$ cat src/rtl/lsu_pkg.sv
// rtl/lsu_pkg.sv - shared constants, FSM state type and helpers for the load/store unit
// Contents:
//   LEN_NONE/LEN_BYTE/LEN_HALF/LEN_WORD : request size codes
//   lsu_state_e                         : IDLE / XFER / DONE
//   last_index(len)                     : index of the final bus beat for a size code
//   align_store(wdata, len)             : moves the store bytes so beat 0's byte sits in [31:24]
package lsu_pkg;

  localparam logic [1:0] LEN_NONE = 2'b00;
  localparam logic [1:0] LEN_BYTE = 2'b01;
  localparam logic [1:0] LEN_HALF = 2'b10;
  localparam logic [1:0] LEN_WORD = 2'b11;

  typedef enum logic [1:0] {
    IDLE = 2'b00,
    XFER = 2'b01,
    DONE = 2'b10
  } lsu_state_e;

  function automatic logic [1:0] last_index(input logic [1:0] len);
    case (len)
      LEN_HALF: last_index = 2'd1;
      LEN_WORD: last_index = 2'd3;
      default:  last_index = 2'd0;
    endcase
  endfunction

  // Big-endian beat order: the most significant byte of the access goes out
  // first, so left-justify it and shift left one byte per beat.
  function automatic logic [31:0] align_store(input logic [31:0] wdata, input logic [1:0] len);
    case (len)
      LEN_BYTE: align_store = {wdata[7:0], 24'h000000};
      LEN_HALF: align_store = {wdata[15:0], 16'h0000};
      LEN_WORD: align_store = wdata;
      default:  align_store = 32'h0000_0000;
    endcase
  endfunction

endpackage

$ cat src/rtl/lsu_extend.sv
// rtl/lsu_extend.sv - sign/zero extension of an assembled load value
// Ports:
//   raw       in  32  bytes assembled from the bus, right-justified
//   length    in  2   size code (LEN_*)
//   is_signed in  1   sign-extend byte/half results
//   value     out 32  extended result (0 for LEN_NONE)
module lsu_extend
  import lsu_pkg::*;
(
  input  logic [31:0] raw,
  input  logic [1:0]  length,
  input  logic        is_signed,
  output logic [31:0] value
);

  always_comb begin
    value = 32'h0000_0000;
    case (length)
      LEN_BYTE: value = {{24{is_signed & raw[7]}}, raw[7:0]};
      LEN_HALF: value = {{16{is_signed & raw[15]}}, raw[15:0]};
      LEN_WORD: value = raw;
      default:  value = 32'h0000_0000;
    endcase
  end

endmodule

$ cat src/rtl/load_store_unit.sv
// rtl/load_store_unit.sv - CPU load/store requests serialised onto a big-endian byte bus
// Optional feature: define LSU_MISALIGN_CHECK_EN to reject unaligned half/word accesses
// (no bus beats, resp_error=1); otherwise unaligned accesses proceed and resp_error is 0.
// Ports:
//   clock, reset (sync, active-low)
//   req_valid/req_ready handshake; req_write, req_length, req_signed, req_address, req_wdata
//   resp_valid (1-cycle pulse), resp_rdata (held until next accept), resp_error
//   bus_address, bus_wdata, bus_read, bus_write (one beat per cycle), bus_rdata (comb read)
module load_store_unit
  import lsu_pkg::*;
#(
  parameter int ADDR_W = 32,
  parameter int BUS_AW = 6
) (
  input  logic              clock,
  input  logic              reset,
  input  logic              req_valid,
  output logic              req_ready,
  input  logic              req_write,
  input  logic [1:0]        req_length,
  input  logic              req_signed,
  input  logic [ADDR_W-1:0] req_address,
  input  logic [31:0]       req_wdata,
  output logic              resp_valid,
  output logic [31:0]       resp_rdata,
  output logic              resp_error,
  output logic [BUS_AW-1:0] bus_address,
  output logic [7:0]        bus_wdata,
  input  logic [7:0]        bus_rdata,
  output logic              bus_read,
  output logic              bus_write
);

  lsu_state_e  state;
  logic        cap_write;
  logic [1:0]  cap_len;
  logic        cap_signed;
  logic [1:0]  beat;
  logic [1:0]  last_beat;
  logic [31:0] store_bytes;
  logic [23:0] acc;
  logic [31:0] acc_next;
  logic [31:0] ext_value;
  logic        misaligned;
  logic [31:0] store_aligned;

`ifdef LSU_MISALIGN_CHECK_EN
  logic error_q;
  assign misaligned = ((req_length == LEN_HALF) && req_address[0]) ||
                      ((req_length == LEN_WORD) && (req_address[1:0] != 2'b00));
  assign resp_error = error_q;
`else
  assign misaligned = 1'b0;
  assign resp_error = 1'b0;
`endif

  // Only the low BUS_AW address bits reach the bus window.
  if (ADDR_W > BUS_AW) begin : g_addr_hi
    logic unused_addr_hi;
    assign unused_addr_hi = ^req_address[ADDR_W-1:BUS_AW];
  end

  assign req_ready     = (state == IDLE);
  assign store_aligned = align_store(req_wdata, req_length);

  // Includes the byte being read this cycle, so the final beat's result is
  // complete when it is registered into resp_rdata.
  assign acc_next = {acc, bus_rdata};

  lsu_extend u_extend (
    .raw       (acc_next),
    .length    (cap_len),
    .is_signed (cap_signed),
    .value     (ext_value)
  );

  always_ff @(posedge clock) begin
    if (!reset) begin
      state       <= IDLE;
      cap_write   <= 1'b0;
      cap_len     <= LEN_NONE;
      cap_signed  <= 1'b0;
      beat        <= 2'd0;
      last_beat   <= 2'd0;
      store_bytes <= 32'h0000_0000;
      acc         <= 24'h000000;
      resp_valid  <= 1'b0;
      resp_rdata  <= 32'h0000_0000;
      bus_address <= '0;
      bus_wdata   <= 8'h00;
      bus_read    <= 1'b0;
      bus_write   <= 1'b0;
`ifdef LSU_MISALIGN_CHECK_EN
      error_q     <= 1'b0;
`endif
    end else begin
      case (state)
        IDLE: begin
          if (req_valid) begin
            cap_write  <= req_write;
            cap_len    <= req_length;
            cap_signed <= req_signed;
            beat       <= 2'd0;
            last_beat  <= last_index(req_length);
            acc        <= 24'h000000;
            resp_rdata <= 32'h0000_0000;
            if ((req_length == LEN_NONE) || misaligned) begin
              // No bus traffic: respond on the next cycle with rdata 0.
              state      <= DONE;
              resp_valid <= 1'b1;
`ifdef LSU_MISALIGN_CHECK_EN
              error_q    <= misaligned;
`endif
            end else begin
              // Registered bus outputs: beat 0 is set up on the accept edge.
              state       <= XFER;
              bus_address <= req_address[BUS_AW-1:0];
              bus_write   <= req_write;
              bus_read    <= ~req_write;
              bus_wdata   <= req_write ? store_aligned[31:24] : 8'h00;
              store_bytes <= req_write ? store_aligned : 32'h0000_0000;
            end
          end
        end

        XFER: begin
          if (!cap_write) begin
            acc <= acc_next[23:0];
          end
          if (beat == last_beat) begin
            state       <= DONE;
            resp_valid  <= 1'b1;
            resp_rdata  <= cap_write ? 32'h0000_0000 : ext_value;
            bus_address <= '0;
            bus_wdata   <= 8'h00;
            bus_read    <= 1'b0;
            bus_write   <= 1'b0;
          end else begin
            beat        <= beat + 2'd1;
            bus_address <= bus_address + BUS_AW'(1);
            bus_wdata   <= store_bytes[23:16];
            store_bytes <= {store_bytes[23:0], 8'h00};
          end
        end

        DONE: begin
          state      <= IDLE;
          resp_valid <= 1'b0;
`ifdef LSU_MISALIGN_CHECK_EN
          error_q    <= 1'b0;
`endif
        end

        default: begin
          state <= IDLE;
        end
      endcase
    end
  end

endmodule

$ cat config.mk
export PLATFORM = sky130hd
export DESIGN_NAME = load_store_unit
export DESIGN_NICKNAME = d
export VERILOG_FILES = /design/src/rtl/lsu_pkg.sv /design/src/rtl/lsu_extend.sv /design/src/rtl/load_store_unit.sv
export SDC_FILE = /design/constraint.sdc
export NUM_CORES = 1
export LEC_CHECK = 0
export ABC_AREA = 1
export BUFFER_PORTS_ARGS = -buffer_cell sky130_fd_sc_hd__buf_2
export CORE_MARGIN = 2
export CORE_UTILIZATION = 50
export CTS_CLUSTER_DIAMETER = 120
export DETAILED_ROUTE_END_ITERATION = 8
export GPL_TIMING_DRIVEN = 0
export PLACE_DENSITY = 0.83
export SLEW_MARGIN = 10
export SYNTH_ARGS = -nofsm -noshare
export SYNTH_HDL_FRONTEND = slang
export SYNTH_SLANG_ARGS = --single-unit
$ cat constraint.sdc
create_clock -name clock -period 3 [get_ports clock]
set_input_delay 0.6 -clock clock [delete_from_list [all_inputs] [get_ports clock]]
set_output_delay 0.6 -clock clock [all_outputs]
set_load 0.1 [all_outputs]
==> impl_metrics.xml <==
<?xml version="1.0" encoding="UTF-8"?>
<metrics>
  <group name="grt">
    <metric name="antenna_found_initial" unit="">0</metric>
    <metric name="track_usage" unit="%">24.5</metric>
    <metric name="grt_pass1_wl" unit="um">22400</metric>
    <metric name="grt_pass1_vias" unit="">4918</metric>
    <metric name="grt-ovfl-total" unit="">0</metric>
    <metric name="grt_max_degree" unit="">20</metric>
  </group>
  <group name="clock_network">
    <metric name="cts_resized" unit="">0</metric>
    <metric name="worstSkewPairLatency" unit="ns">0.39</metric>
    <metric name="cts-root-buf" unit="">sky130_fd_sc_hd__clkbuf_8</metric>
    <metric name="clock_pin_slew_on_the_worst_setup_and_hold_paths" unit="ns">0.10</metric>
    <metric name="cts.sinks" unit="">107</metric>
    <metric name="cts-buffers-inserted" unit="">9</metric>
    <metric name="htree_levels" unit="">3</metric>
    <metric name="clock_tree_from_tritoncts" unit="">yes</metric>
    <metric name="clockBufferDepth" unit="">2</metric>
    <metric name="post_cts_hold_buffer_count" unit="">0</metric>
    <metric name="cts.repair_timing.setup_buffer_count" unit="">0</metric>
  </group>
  <group name="setup_path">
    <metric name="timing.critical_path.max_delay_family" unit="">buffers and inverters</metric>
    <metric name="max_stage_delay" unit="ns">0.46</metric>
    <metric name="critical_path.reg2reg.startpoint" unit="">cap_len[1]</metric>
    <metric name="critical-path-slowest-cell" unit="">sky130_fd_sc_hd__buf_2</metric>
    <metric name="timing.rr.end" unit="">resp_rdata[16]</metric>
    <metric name="ff2ff_path_depth" unit="">8</metric>
    <metric name="endpoint_kind" unit="">primary output</metric>
    <metric name="startpoint_type" unit="">flip-flop</metric>
    <metric name="critical_path.cell_chain" unit="">nor2_2, buf_2</metric>
    <metric name="regToRegSetupSlack" unit="ns">1.26</metric>
    <metric name="setup.worst_path.class" unit="">reg2out</metric>
    <metric name="critical_path_arrival" unit="ns">1.45</metric>
    <metric name="critical_path_buf_inv_count" unit="">1</metric>
    <metric name="path_max_fanout" unit="">4</metric>
    <metric name="worst-endpoint-required" unit="ns">2.40</metric>
  </group>
  <group name="synthesis">
    <metric name="post-synth-top-area-cell" unit="">sky130_fd_sc_hd__dfxtp_1</metric>
    <metric name="synthesis.nets" unit="">891</metric>
    <metric name="synth-async-reset-ratio" unit="%">0</metric>
    <metric name="yosysWarnings" unit="">0</metric>
    <metric name="synth.area.top_cells" unit="">sky130_fd_sc_hd__dfxtp_1 (41%), sky130_fd_sc_hd__nand2_1 (17%), sky130_fd_sc_hd__nand3_1 (9.0%)</metric>
    <metric name="number_of_enable_flip_flop_cells_after_synthesis" unit="">0</metric>
    <metric name="post-synth-top-count-cell" unit="">sky130_fd_sc_hd__nand2_1</metric>
    <metric name="synth_area_per_cell" unit="um2">6.48</metric>
    <metric name="netlist_instances" unit="">811</metric>
    <metric name="yosys-top-cells-count" unit="">sky130_fd_sc_hd__nand2_1 (240), sky130_fd_sc_hd__dfxtp_1 (107), sky130_fd_sc_hd__nand3_1 (95)</metric>
    <metric name="yosysUniqueCellTypes" unit="">30</metric>
    <metric name="post_synth_instance_area" unit="mm2">0.00525</metric>
    <metric name="synth_seq_cells" unit="">107</metric>
    <metric name="synthDominantCellAreaShare" unit="%">40.8</metric>
    <metric name="seq_area_frac_synth" unit="%">40.8</metric>
    <metric name="most_used_flip_flop_cell_after_synthesis" unit="">sky130_fd_sc_hd__dfxtp_1</metric>
  </group>
  <group name="pwr">
    <metric name="power.combinational.fraction" unit="%">38.7</metric>
    <metric name="power.sequential.fraction" unit="%">40.1</metric>
    <metric name="clkPwrFrac" unit="%">21.3</metric>
    <metric name="peakVddDrop" unit="mV">0.457</metric>
    <metric name="net-switching-power" unit="mW">1.92</metric>
    <metric name="sw_frac_of_total" unit="%">46.0</metric>
    <metric name="leakage" unit="nW">3.07</metric>
    <metric name="int_pwr" unit="mW">2.26</metric>
    <metric name="p_per_area" unit="mW/mm2">682</metric>
  </group>
  <group name="sta">
    <metric name="number_of_slew_limit_violations_in_the_final_report" unit="">0</metric>
    <metric name="fmax" unit="MHz">489</metric>
    <metric name="tightest_slew" unit="ns">0.658</metric>
    <metric name="rsz0062_at_grt" unit="">no</metric>
    <metric name="clock_skew" unit="ns">0.0182</metric>
    <metric name="final.setup.tns" unit="ns">0</metric>
    <metric name="slew-limit-headroom" unit="%">56.0</metric>
    <metric name="final.period_utilization" unit="%">68.2</metric>
    <metric name="timing.final.hold_violations" unit="">0</metric>
    <metric name="timing.final.crit_period" unit="ns">2.05</metric>
    <metric name="timing.final.setup_violations" unit="">0</metric>
  </group>
  <group name="cells_and_area">
    <metric name="num-fill-cells" unit="">1012</metric>
    <metric name="area_growth_syn_to_layout" unit="%">16.7</metric>
    <metric name="nNetsFinal" unit="">1004</metric>
    <metric name="final_layout_size_suffix_gt1_share" unit="%">17.1</metric>
    <metric name="fin_cells" unit="">1065</metric>
    <metric name="diodes" unit="">0</metric>
  </group>
  <group name="floorplanning">
    <metric name="dieHeight" unit="um">107</metric>
    <metric name="top_level_ports" unit="">130</metric>
    <metric name="die_w" unit="um">107</metric>
    <metric name="row_count" unit="">37</metric>
    <metric name="initial_standard_cell_utilization_of_the_core" unit="%">51.1</metric>
    <metric name="coreArea" unit="mm2">0.0103</metric>
    <metric name="die-area" unit="mm2">0.0113</metric>
  </group>
  <group name="detailed_routing">
    <metric name="drt_drc" unit="">0</metric>
    <metric name="wl" unit="um">13700</metric>
    <metric name="firstDrtPassIters" unit="">5</metric>
    <metric name="drt_first_iter_violations" unit="">292</metric>
    <metric name="vias" unit="">5492</metric>
    <metric name="antenna_viol_nets_final" unit="">0</metric>
    <metric name="routed_via_density" unit="">5.16</metric>
    <metric name="drt-wirelength-per-cell" unit="um">12.8</metric>
  </group>
  <group name="placement">
    <metric name="gpl.final_weighted_congestion" unit="">0.926</metric>
    <metric name="dp_cells" unit="">1049</metric>
    <metric name="final_hpwl_from_detailed_placement" unit="um">10200</metric>
    <metric name="buffers_on_ports" unit="">102</metric>
  </group>
  <group name="job">
    <metric name="cap_viol_max_count" unit="">0</metric>
  </group>
  <group name="outcome">
    <metric name="run_status" unit="">finished clean</metric>
  </group>
  <group name="hold_path">
    <metric name="min_path_cells" unit="">2</metric>
    <metric name="min_from" unit="">bus_write</metric>
    <metric name="hold_class" unit="">reg2reg</metric>
    <metric name="whs_endpoint" unit="">bus_write</metric>
  </group>
</metrics>
==> stage by stage <==
step / hold WS, ns / cell area (um2) / util, % / total power [mW] / worst slack (ns)
2_1_floorplan: 0.444 / 5250 / - / 3.00 / 0.872
4_1_cts: 0.466 / 6130 / 59.6 / 4.18 / 0.955
3_3_place_gp: 0.452 / 5930 / 57.7 / 3.30 / 1.03
5_1_grt: 0.486 / 6130 / 59.6 / 4.39 / 0.891
6_report: 0.463 / 6130 / 59.6 / 4.18 / 0.954
3_5_place_dp: 0.450 / 5930 / 57.7 / 3.32 / 1.03
==> routing by layer <==
metal	vias to the layer above	GRT usage, %	share of wire, %
met5	-	0	0
met4	0	7.24	2.4
met3	30	4.66	6.3
met2	186	40.3	46
met1	2505	32.6	45
li1	2771	-	-
==> cells in the final DEF, fill, tap and decap left out, types with 2 or more instances in the layout <==
master                       instances
sky130_fd_sc_hd__o21ai_1            15
sky130_fd_sc_hd__buf_6               2
sky130_fd_sc_hd__nand2_2             5
sky130_fd_sc_hd__o21ai_0            49
sky130_fd_sc_hd__inv_1              87
sky130_fd_sc_hd__o22ai_1             8
sky130_fd_sc_hd__a21oi_1            39
sky130_fd_sc_hd__inv_6               3
sky130_fd_sc_hd__nand4_1             4
sky130_fd_sc_hd__clkinvlp_4          2
sky130_fd_sc_hd__buf_1               2
sky130_fd_sc_hd__nand2_4             2
sky130_fd_sc_hd__clkbuf_1           17
sky130_fd_sc_hd__buf_4               8
sky130_fd_sc_hd__inv_2               4
sky130_fd_sc_hd__xor2_1              2
sky130_fd_sc_hd__dfxtp_1           107
sky130_fd_sc_hd__nand3_1            95
sky130_fd_sc_hd__clkinv_1            4
sky130_fd_sc_hd__clkbuf_8           10
sky130_fd_sc_hd__nand2_1           240
sky130_fd_sc_hd__or2_0               2
sky130_fd_sc_hd__buf_2             116
sky130_fd_sc_hd__nor2_1             94
sky130_fd_sc_hd__nor2_8              2
sky130_fd_sc_hd__xnor2_1             2
==> power by group through the flow <==
stage / logic (mW) / registers (mW) / clock network [mW]
detailed placement: 1.61 / 1.71 / 0
global placement: 1.60 / 1.70 / 0
finish: 1.62 / 1.68 / 0.889
global route: 1.74 / 1.69 / 0.956
CTS: 1.61 / 1.67 / 0.889
floorplan: 0.623 / 2.38 / 0
==> layout make-up <==
type	instances	area (um2)	share of cell area, %
well taps	136	170	2.78
multi-input cells	566	2530	41.3
repair buffers	102	510	8.33
flip-flops and latches	107	2140	34.9
clock inverters	6	57.6	0.939
inverters	95	357	5.82
clock buffers	10	138	2.25
plain buffers	43	224	3.65
==> state kept, by name, indices dropped and copies added (netlist names) <==
| signal | cells |
|---|---|
| store_bytes | 24 |
| acc | 24 |
| bus_read | 1 |
| resp_rdata | 32 |
| cap_write | 1 |
| last_beat | 2 |
| bus_address | 6 |
| cap_signed | 1 |
| state | 2 |
| bus_wdata | 8 |
| resp_valid | 1 |
| beat | 2 |
| cap_len | 2 |
| bus_write | 1 |
==> how the worst max path moves through the flow <==
stage	startpoint	end	slack, ns	depth (start not counted)
final	state[1]	req_ready	0.95	2
after global routing	state[1]	req_ready	0.89	2
after CTS	state[1]	req_ready	0.96	2
after detailed placement	req_length[1]	bus_wdata[7]	1.03	10
after global placement	req_length[1]	bus_wdata[7]	1.03	10
after floorplan	state[1]	cap_signed	0.87	6
==> tightest hold or removal path: stages, from the launching register on <==
cell	delay [ns]
sky130_fd_sc_hd__dfxtp_1	0.32
sky130_fd_sc_hd__nand2_1	0.06
sky130_fd_sc_hd__a21oi_1	0.05
==> cell families (layout without fill, tap and decap cells) <==
logic type	Yosys count	in the layout	share of synthesized area, %
AO/OA/AOI/OAI	114	114	11.5
flip-flops	107	107	40.8
other	1	1	0.0714
XOR/XNOR	4	4	0.667
adder cells (fa/ha/maj)	1	1	0.238
AND/OR/NAND/NOR	446	446	35.7
buffers and inverters	138	256	11.1
Power figures use the tool's default switching activity.
